File: src/rtl/copr_latency_engine_if.sv
// Request/result handshake bundle between the coprocessor reservation station and the latency engine.
// The engine connects to the slave side; the reservation station (or a bench) drives the master side.
interface copr_latency_engine_if #(
    parameter int unsigned DATA_WIDTH = 64,
    parameter int unsigned TAG_WIDTH  = 6
);
    logic                  valid_i;
    logic                  ready_o;
    logic                  ctl_i;
    logic [TAG_WIDTH-1:0]  tag_i;
    logic [DATA_WIDTH-1:0] rs1_i;
    logic [DATA_WIDTH-1:0] rs2_i;
    logic                  valid_o;
    logic                  ready_i;
    logic [TAG_WIDTH-1:0]  tag_o;
    logic [DATA_WIDTH-1:0] rd_o;

    modport master (
        output valid_i, ctl_i, tag_i, rs1_i, rs2_i, ready_i,
        input  ready_o, valid_o, tag_o, rd_o
    );

    modport slave (
        input  valid_i, ctl_i, tag_i, rs1_i, rs2_i, ready_i,
        output ready_o, valid_o, tag_o, rd_o
    );
endinterface

File: src/rtl/copr_latency_engine.sv
// Tagged dummy coprocessor: a stallable add pipeline (ctl_i=0) and an iterative XOR unit whose
// latency comes from rs2[7:0] (ctl_i=1). The two modes never hold results at the same time.
module copr_latency_engine #(
    parameter int unsigned DATA_WIDTH  = 64,
    parameter int unsigned TAG_WIDTH   = 6,
    parameter int unsigned PIPE_DEPTH  = 4,
    parameter int unsigned MAX_LATENCY = 32
) (
    input  logic                   clk_i,
    input  logic                   rst_ni,
    input  logic                   flush_i,
    copr_latency_engine_if.slave   bus
);
    localparam int unsigned CNT_W = $clog2(MAX_LATENCY + 1);

    typedef enum logic [1:0] {
        IDLE,
        BUSY,
        DONE
    } state_t;

    state_t                state;
    state_t                state_nxt;
    logic [CNT_W-1:0]      cnt;
    logic [CNT_W-1:0]      cnt_nxt;
    logic [CNT_W-1:0]      lat;
    logic [7:0]            lat_raw;

    logic [PIPE_DEPTH-1:0] stg_valid;
    logic [PIPE_DEPTH-1:0] take;
    logic [TAG_WIDTH-1:0]  stg_tag  [PIPE_DEPTH];
    logic [DATA_WIDTH-1:0] stg_data [PIPE_DEPTH];

    logic [TAG_WIDTH-1:0]  it_tag;
    logic [DATA_WIDTH-1:0] it_data;

    logic                  pipe_empty;
    logic                  acc_pipe;
    logic                  acc_iter;
    logic [DATA_WIDTH-1:0] sum;

    // take[i]: stage i may load this edge. A stage moves when any stage at or after it is
    // empty (bubbles collapse) or the output is being consumed; written without a ripple chain.
    always_comb begin
        take = '0;
        for (int unsigned i = 0; i < PIPE_DEPTH; i++) begin
            take[i] = bus.ready_i;
            for (int unsigned j = i; j < PIPE_DEPTH; j++) begin
                if (!stg_valid[j]) begin
                    take[i] = 1'b1;
                end
            end
        end
    end

    assign pipe_empty  = ~|stg_valid;
    assign bus.ready_o = (state == IDLE) && (bus.ctl_i ? pipe_empty : take[0]);
    assign acc_pipe    = bus.valid_i && bus.ready_o && !flush_i && !bus.ctl_i;
    assign acc_iter    = bus.valid_i && bus.ready_o && !flush_i &&  bus.ctl_i;
    assign sum         = bus.rs1_i + bus.rs2_i;

    always_comb begin
        lat_raw = bus.rs2_i[7:0];
        if (lat_raw == 8'd0) begin
            lat = CNT_W'(1);
        end else if (32'(lat_raw) > MAX_LATENCY) begin
            lat = CNT_W'(MAX_LATENCY);
        end else begin
            lat = CNT_W'(lat_raw);
        end
    end

    always_ff @(posedge clk_i or negedge rst_ni) begin
        if (!rst_ni) begin
            stg_valid <= '0;
            for (int unsigned i = 0; i < PIPE_DEPTH; i++) begin
                stg_tag[i]  <= '0;
                stg_data[i] <= '0;
            end
        end else begin
            if (take[0]) begin
                stg_valid[0] <= acc_pipe;
                if (acc_pipe) begin
                    stg_tag[0]  <= bus.tag_i;
                    stg_data[0] <= sum;
                end
            end
            for (int unsigned i = 1; i < PIPE_DEPTH; i++) begin
                if (take[i]) begin
                    stg_valid[i] <= stg_valid[i-1];
                    if (stg_valid[i-1]) begin
                        stg_tag[i]  <= stg_tag[i-1];
                        stg_data[i] <= stg_data[i-1];
                    end
                end
            end
            if (flush_i) begin
                stg_valid <= '0;
            end
        end
    end

    always_ff @(posedge clk_i or negedge rst_ni) begin
        if (!rst_ni) begin
            state <= IDLE;
            cnt   <= '0;
        end else begin
            state <= state_nxt;
            cnt   <= cnt_nxt;
        end
    end

    always_comb begin
        state_nxt = state;
        cnt_nxt   = cnt;
        case (state)
            IDLE: begin
                if (acc_iter) begin
                    cnt_nxt   = lat - CNT_W'(1);
                    state_nxt = (lat == CNT_W'(1)) ? DONE : BUSY;
                end
            end
            BUSY: begin
                cnt_nxt = cnt - CNT_W'(1);
                if (cnt == CNT_W'(1)) begin
                    state_nxt = DONE;
                end
            end
            DONE: begin
                if (bus.ready_i) begin
                    state_nxt = IDLE;
                end
            end
            default: begin
                state_nxt = IDLE;
            end
        endcase
        if (flush_i) begin
            state_nxt = IDLE;
            cnt_nxt   = '0;
        end
    end

    always_ff @(posedge clk_i or negedge rst_ni) begin
        if (!rst_ni) begin
            it_tag  <= '0;
            it_data <= '0;
        end else if (acc_iter) begin
            it_tag  <= bus.tag_i;
            it_data <= bus.rs1_i ^ bus.rs2_i;
        end
    end

    always_comb begin
        if (state == DONE) begin
            bus.valid_o = 1'b1;
            bus.tag_o   = it_tag;
            bus.rd_o    = it_data;
        end else begin
            bus.valid_o = stg_valid[PIPE_DEPTH-1];
            bus.tag_o   = stg_tag[PIPE_DEPTH-1];
            bus.rd_o    = stg_data[PIPE_DEPTH-1];
        end
    end
endmodule

File: src/flat_wrapper.sv
// flat-port wrapper written by rule: the top's interface ports become plain ports
module copr_latency_engine_flat 
#(
    parameter int unsigned DATA_WIDTH  = 64,
    parameter int unsigned TAG_WIDTH   = 6,
    parameter int unsigned PIPE_DEPTH  = 4,
    parameter int unsigned MAX_LATENCY = 32
)
  (clk_i, rst_ni, flush_i, bus_valid_i, bus_ctl_i, bus_tag_i, bus_rs1_i, bus_rs2_i, bus_ready_i, bus_ready_o, bus_valid_o, bus_tag_o, bus_rd_o);
  copr_latency_engine_if #(.DATA_WIDTH(DATA_WIDTH), .TAG_WIDTH(TAG_WIDTH)) bus_i ();
  input  logic clk_i;
  input  logic rst_ni;
  input  logic flush_i;
  input wire logic [$bits(bus_i.valid_i)-1:0] bus_valid_i;
  input wire logic [$bits(bus_i.ctl_i)-1:0] bus_ctl_i;
  input wire logic [$bits(bus_i.tag_i)-1:0] bus_tag_i;
  input wire logic [$bits(bus_i.rs1_i)-1:0] bus_rs1_i;
  input wire logic [$bits(bus_i.rs2_i)-1:0] bus_rs2_i;
  input wire logic [$bits(bus_i.ready_i)-1:0] bus_ready_i;
  output wire logic [$bits(bus_i.ready_o)-1:0] bus_ready_o;
  output wire logic [$bits(bus_i.valid_o)-1:0] bus_valid_o;
  output wire logic [$bits(bus_i.tag_o)-1:0] bus_tag_o;
  output wire logic [$bits(bus_i.rd_o)-1:0] bus_rd_o;
  assign bus_i.valid_i = bus_valid_i;
  assign bus_i.ctl_i = bus_ctl_i;
  assign bus_i.tag_i = bus_tag_i;
  assign bus_i.rs1_i = bus_rs1_i;
  assign bus_i.rs2_i = bus_rs2_i;
  assign bus_i.ready_i = bus_ready_i;
  assign bus_ready_o = bus_i.ready_o;
  assign bus_valid_o = bus_i.valid_o;
  assign bus_tag_o = bus_i.tag_o;
  assign bus_rd_o = bus_i.rd_o;
  copr_latency_engine #(.DATA_WIDTH(DATA_WIDTH), .TAG_WIDTH(TAG_WIDTH), .PIPE_DEPTH(PIPE_DEPTH), .MAX_LATENCY(MAX_LATENCY)) u_core (.clk_i(clk_i), .rst_ni(rst_ni), .flush_i(flush_i), .bus(bus_i));
endmodule
File: config.mk
export PLATFORM = sky130hd
export DESIGN_NAME = copr_latency_engine_flat
export DESIGN_NICKNAME = d
export VERILOG_FILES = /design/src/rtl/copr_latency_engine_if.sv /design/src/rtl/copr_latency_engine.sv /design/src/flat_wrapper.sv
export SDC_FILE = /design/constraint.sdc
export NUM_CORES = 1
export LEC_CHECK = 0
export ABC_AREA = 1
export BUFFER_PORTS_ARGS = -buffer_cell sky130_fd_sc_hd__buf_2
export CELL_PAD_IN_SITES_DETAIL_PLACEMENT = 0
export CELL_PAD_IN_SITES_GLOBAL_PLACEMENT = 1
export CORE_ASPECT_RATIO = 1.25
export CORE_MARGIN = 1
export CORE_UTILIZATION = 46
export CTS_BUF_LIST = sky130_fd_sc_hd__clkbuf_8
export DETAILED_ROUTE_END_ITERATION = 12
export PLACE_DENSITY = 0.87
export SYNTH_ARGS = -nofsm -noshare
export SYNTH_HDL_FRONTEND = slang
export SYNTH_SLANG_ARGS = --single-unit
File: constraint.sdc
create_clock -name clk_i -period 2.31 [get_ports clk_i]
set_clock_uncertainty 0.1 [all_clocks]
set_input_delay 0 -clock clk_i [delete_from_list [all_inputs] [get_ports clk_i]]
set_output_delay 0 -clock clk_i [all_outputs]
set_load 0.02 [all_outputs]
==> results.cfg <==
[routing]
drcViolationCount = 0
dr.pass1.iters = 5
via_per_inst = 5.002
first_iter_violations = 1218
vias = 18399
avgRoutedWirePerCell_um = 18.10
drt_wl_total_um = 66570
ant_nets = 0

[sta]
tightest_slew_ns = 0.5634
slew_viol_final = 0
max-slew-margin-rel = 0.6244
hold_ws_ns = 0.01223
rsz0062_at_grt = false
max_freq_mhz = 452.0
hold_viol_final = 0
fin_ws_ns = 0.09772
post-route-period-util = 0.9577
setup_viol = 0
final.min_clock_period_ns = 2.212
setup-tns-final_ns = 0

[global_routing]
grt_pass1_vias = 18710
grt_use_total = 0.3033
grt_pass1_wl_um = 103700
antenna_found_initial = 1
grt_max_degree = 105
overflow = 0

[synthesis]
ys_async_sr_fraction = 1.000
yosysUniqueCellTypes = 33
syn_nets = 2809
ys_seq_area_frac = 0.4446
synth_top_area_cell = dfrtp_1
avgSynthCellArea_sq_um = 7.834
synth_top_area_frac = 0.4446
synth_area_leaders = dfrtp_1 44%, nand2_1 16%, mux2_2 11%
synth_ff_type = dfrtp_1
synth_common_cells = 875 x nand2_1, 439 x inv_1, 362 x dfrtp_1
yosysWarnings = 0
syn_area_sq_mm = 0.02038
synth-seq-cells = 362
yosysMostFrequentCell = nand2_1
synth_edf_count = 0
synthCells = 2601

[status]
status = completed

[final_layout]
nFillCells = 3957
final_net_count = 3277
register_area_sq_mm = 0.009060
diodes = 0
area_growth_pct = 26.20
fin_area_sq_mm = 0.02571
multi_input_area_sq_mm = 0.009463
fin_cells = 3678
drive_gt1_frac = 0.2072

[floorplan]
fp.dieH_um = 237.3
num_io_pins = 212
rows = 85
die_x_um = 190.2
core_sq_mm = 0.04339
die_area_sq_mm = 0.04515
floorplan.initialDensity = 0.4696

[clocking]
clock_path_buffers = 3
cts_tree = built
cts.sinks = 362
htreeDepth = 2
clock_latency_ns = 0.65
numCtsBuffers = 55
path_clk_slew_ns = 0.06
cts_root_buf = clkbuf_8

[power]
p_per_area_mw_per_mm2 = 826.9
p_leak_nw = 14.44
vdd_drop_max_mv = 0.4491

[worst_setup_path]
startpoint_type = flip-flop
r2r_setup_slack_ns = 0.19
worst_ep_arrival_time_ns = 2.11
critical_path.endpoint_type = primary output
path_cells = inv_2, nand2_8, buf_12, mux2_2, buf_2
worst_path_largest_cell_delay_ns = 0.42
critPathRequiredTime_ns = 2.21
crit_type = flip-flop to primary output
crit_slowest_cell = dfrtp_1
critPathMaxFanout = 27

[placement]
place.gp.congestion = 0.9394
dpl.hpwl_um = 50530
portBuffers = 211
place_ws_ns = -0.04808
placed_cell_area_sq_mm = 0.02296
dp_cells = 3428

[flow_run]
max_cap_viol_count = 0

[min_path]
hold_path.class = primary input to flip-flop
## metrics by stage
step | total power, mW | utilization
2_1_floorplan | 13.05 | -
3_3_place_gp | 15.17 | 0.5292
3_5_place_dp | 15.43 | 0.5292
4_1_cts | 21.36 | 0.5913
5_1_grt | 22.52 | 0.5926
6_report | 21.26 | 0.5926
## metal layers
metal  part of all wire  vias to the layer above  GRT usage
met5                  0                        -          0
met4              0.034                        0     0.1045
met3              0.052                      109    0.03470
met2               0.50                      540     0.5322
met1               0.42                     8706     0.3851
li1                   -                     9044          -
## logic make-up (layout without fill, tap and decap cells)
kind of cell             Yosys count  after routing  share of synthesized area
buffers and inverters            507           1018                    0.09678
flip-flops                       362            362                     0.4446
AND/OR/NAND/NOR                 1175           1176                     0.2284
adder cells (fa/ha/maj)           68             68                    0.04212
AO/OA/AOI/OAI                    261            261                    0.06497
multiplexers                     205            205                     0.1133
XOR/XNOR                          23             23                   0.009886
## final cells by class
type,instances,share of cell area
multi-input combinational,1733,0.3680
clock buffer,72,0.03854
inverter,442,0.06452
sequential,362,0.3523
timing repair buffer,475,0.1413
tap,565,0.02749
clock inverter,29,0.007834
## flip-flops by register name, summed over array words and instances (netlist names)
| name | flops |
|---|---|
| u_core.stg_tag | 24 |
| u_core.stg_data | 256 |
| u_core.stg_valid | 4 |
| u_core.state | 2 |
| u_core.it_tag | 6 |
| u_core.cnt | 6 |
| u_core.it_data | 64 |
## power breakdown
group	total (mW)	switching, mW	internal [mW]	leakage [nW]
Combinational	6.24	3.48	2.76	9.22
Clock	5.63	2.61	3.03	0.679
Sequential	9.38	1.03	8.36	4.54
Total	21.3	7.11	14.1	14.4
## layout by cell type (no fill, tap or decap), types with 2 or more instances in the layout
master,count
dlygate4sd3_1,144
nand2_4,4
clkinv_2,2
bufinv_16,2
and3_1,3
dfrtp_1,361
a21oi_2,4
nor4_1,4
nand3b_1,2
ha_2,2
buf_2,210
ha_1,65
nand3_4,2
buf_12,18
clkinvlp_4,2
mux2_2,205
clkbuf_8,72
inv_2,3
o22ai_1,5
inv_1,458
nor4_2,2
nor3_1,8
nand4_1,10
nand2_2,4
and2_1,4
o21ai_1,12
buf_4,102
nand2_1,868
nand3_1,108
a21oi_1,79
nor2_1,151
xor2_1,22
o21ai_0,157
## worst max-delay path: cells and delay by family (launching register included)
kind | cells | cell delay, ns
buffers and inverters | 3 | 0.51
DFF | 1 | 0.42
muxes | 1 | 0.39
and+or+nand+nor | 1 | 0.14
## worst paths after layout
check / startpoint / to / cells after the start
max: u_core.state[0] / bus_rd_o[27] / 5
max in group asynchronous: rst_ni / u_core.it_tag[3] / 4
min reg2reg: u_core.stg_data[193] / u_core.stg_data[193] / 2
min in group asynchronous: rst_ni / u_core.it_data[20] / 4
min: bus_rs2_i[49] / u_core.it_data[49] / 4
max reg2reg: u_core.stg_valid[3] / u_core.stg_data[211] / 12
## timing repair
action                     CTS  global route
resized for setup            2            15
buffers inserted             3             0
pin swaps                    1             1
hold endpoints to repair   522             0
hold buffers               145             0
cloned                       1             0
setup endpoints to repair   52            15
Power figures use the tool's default switching activity.
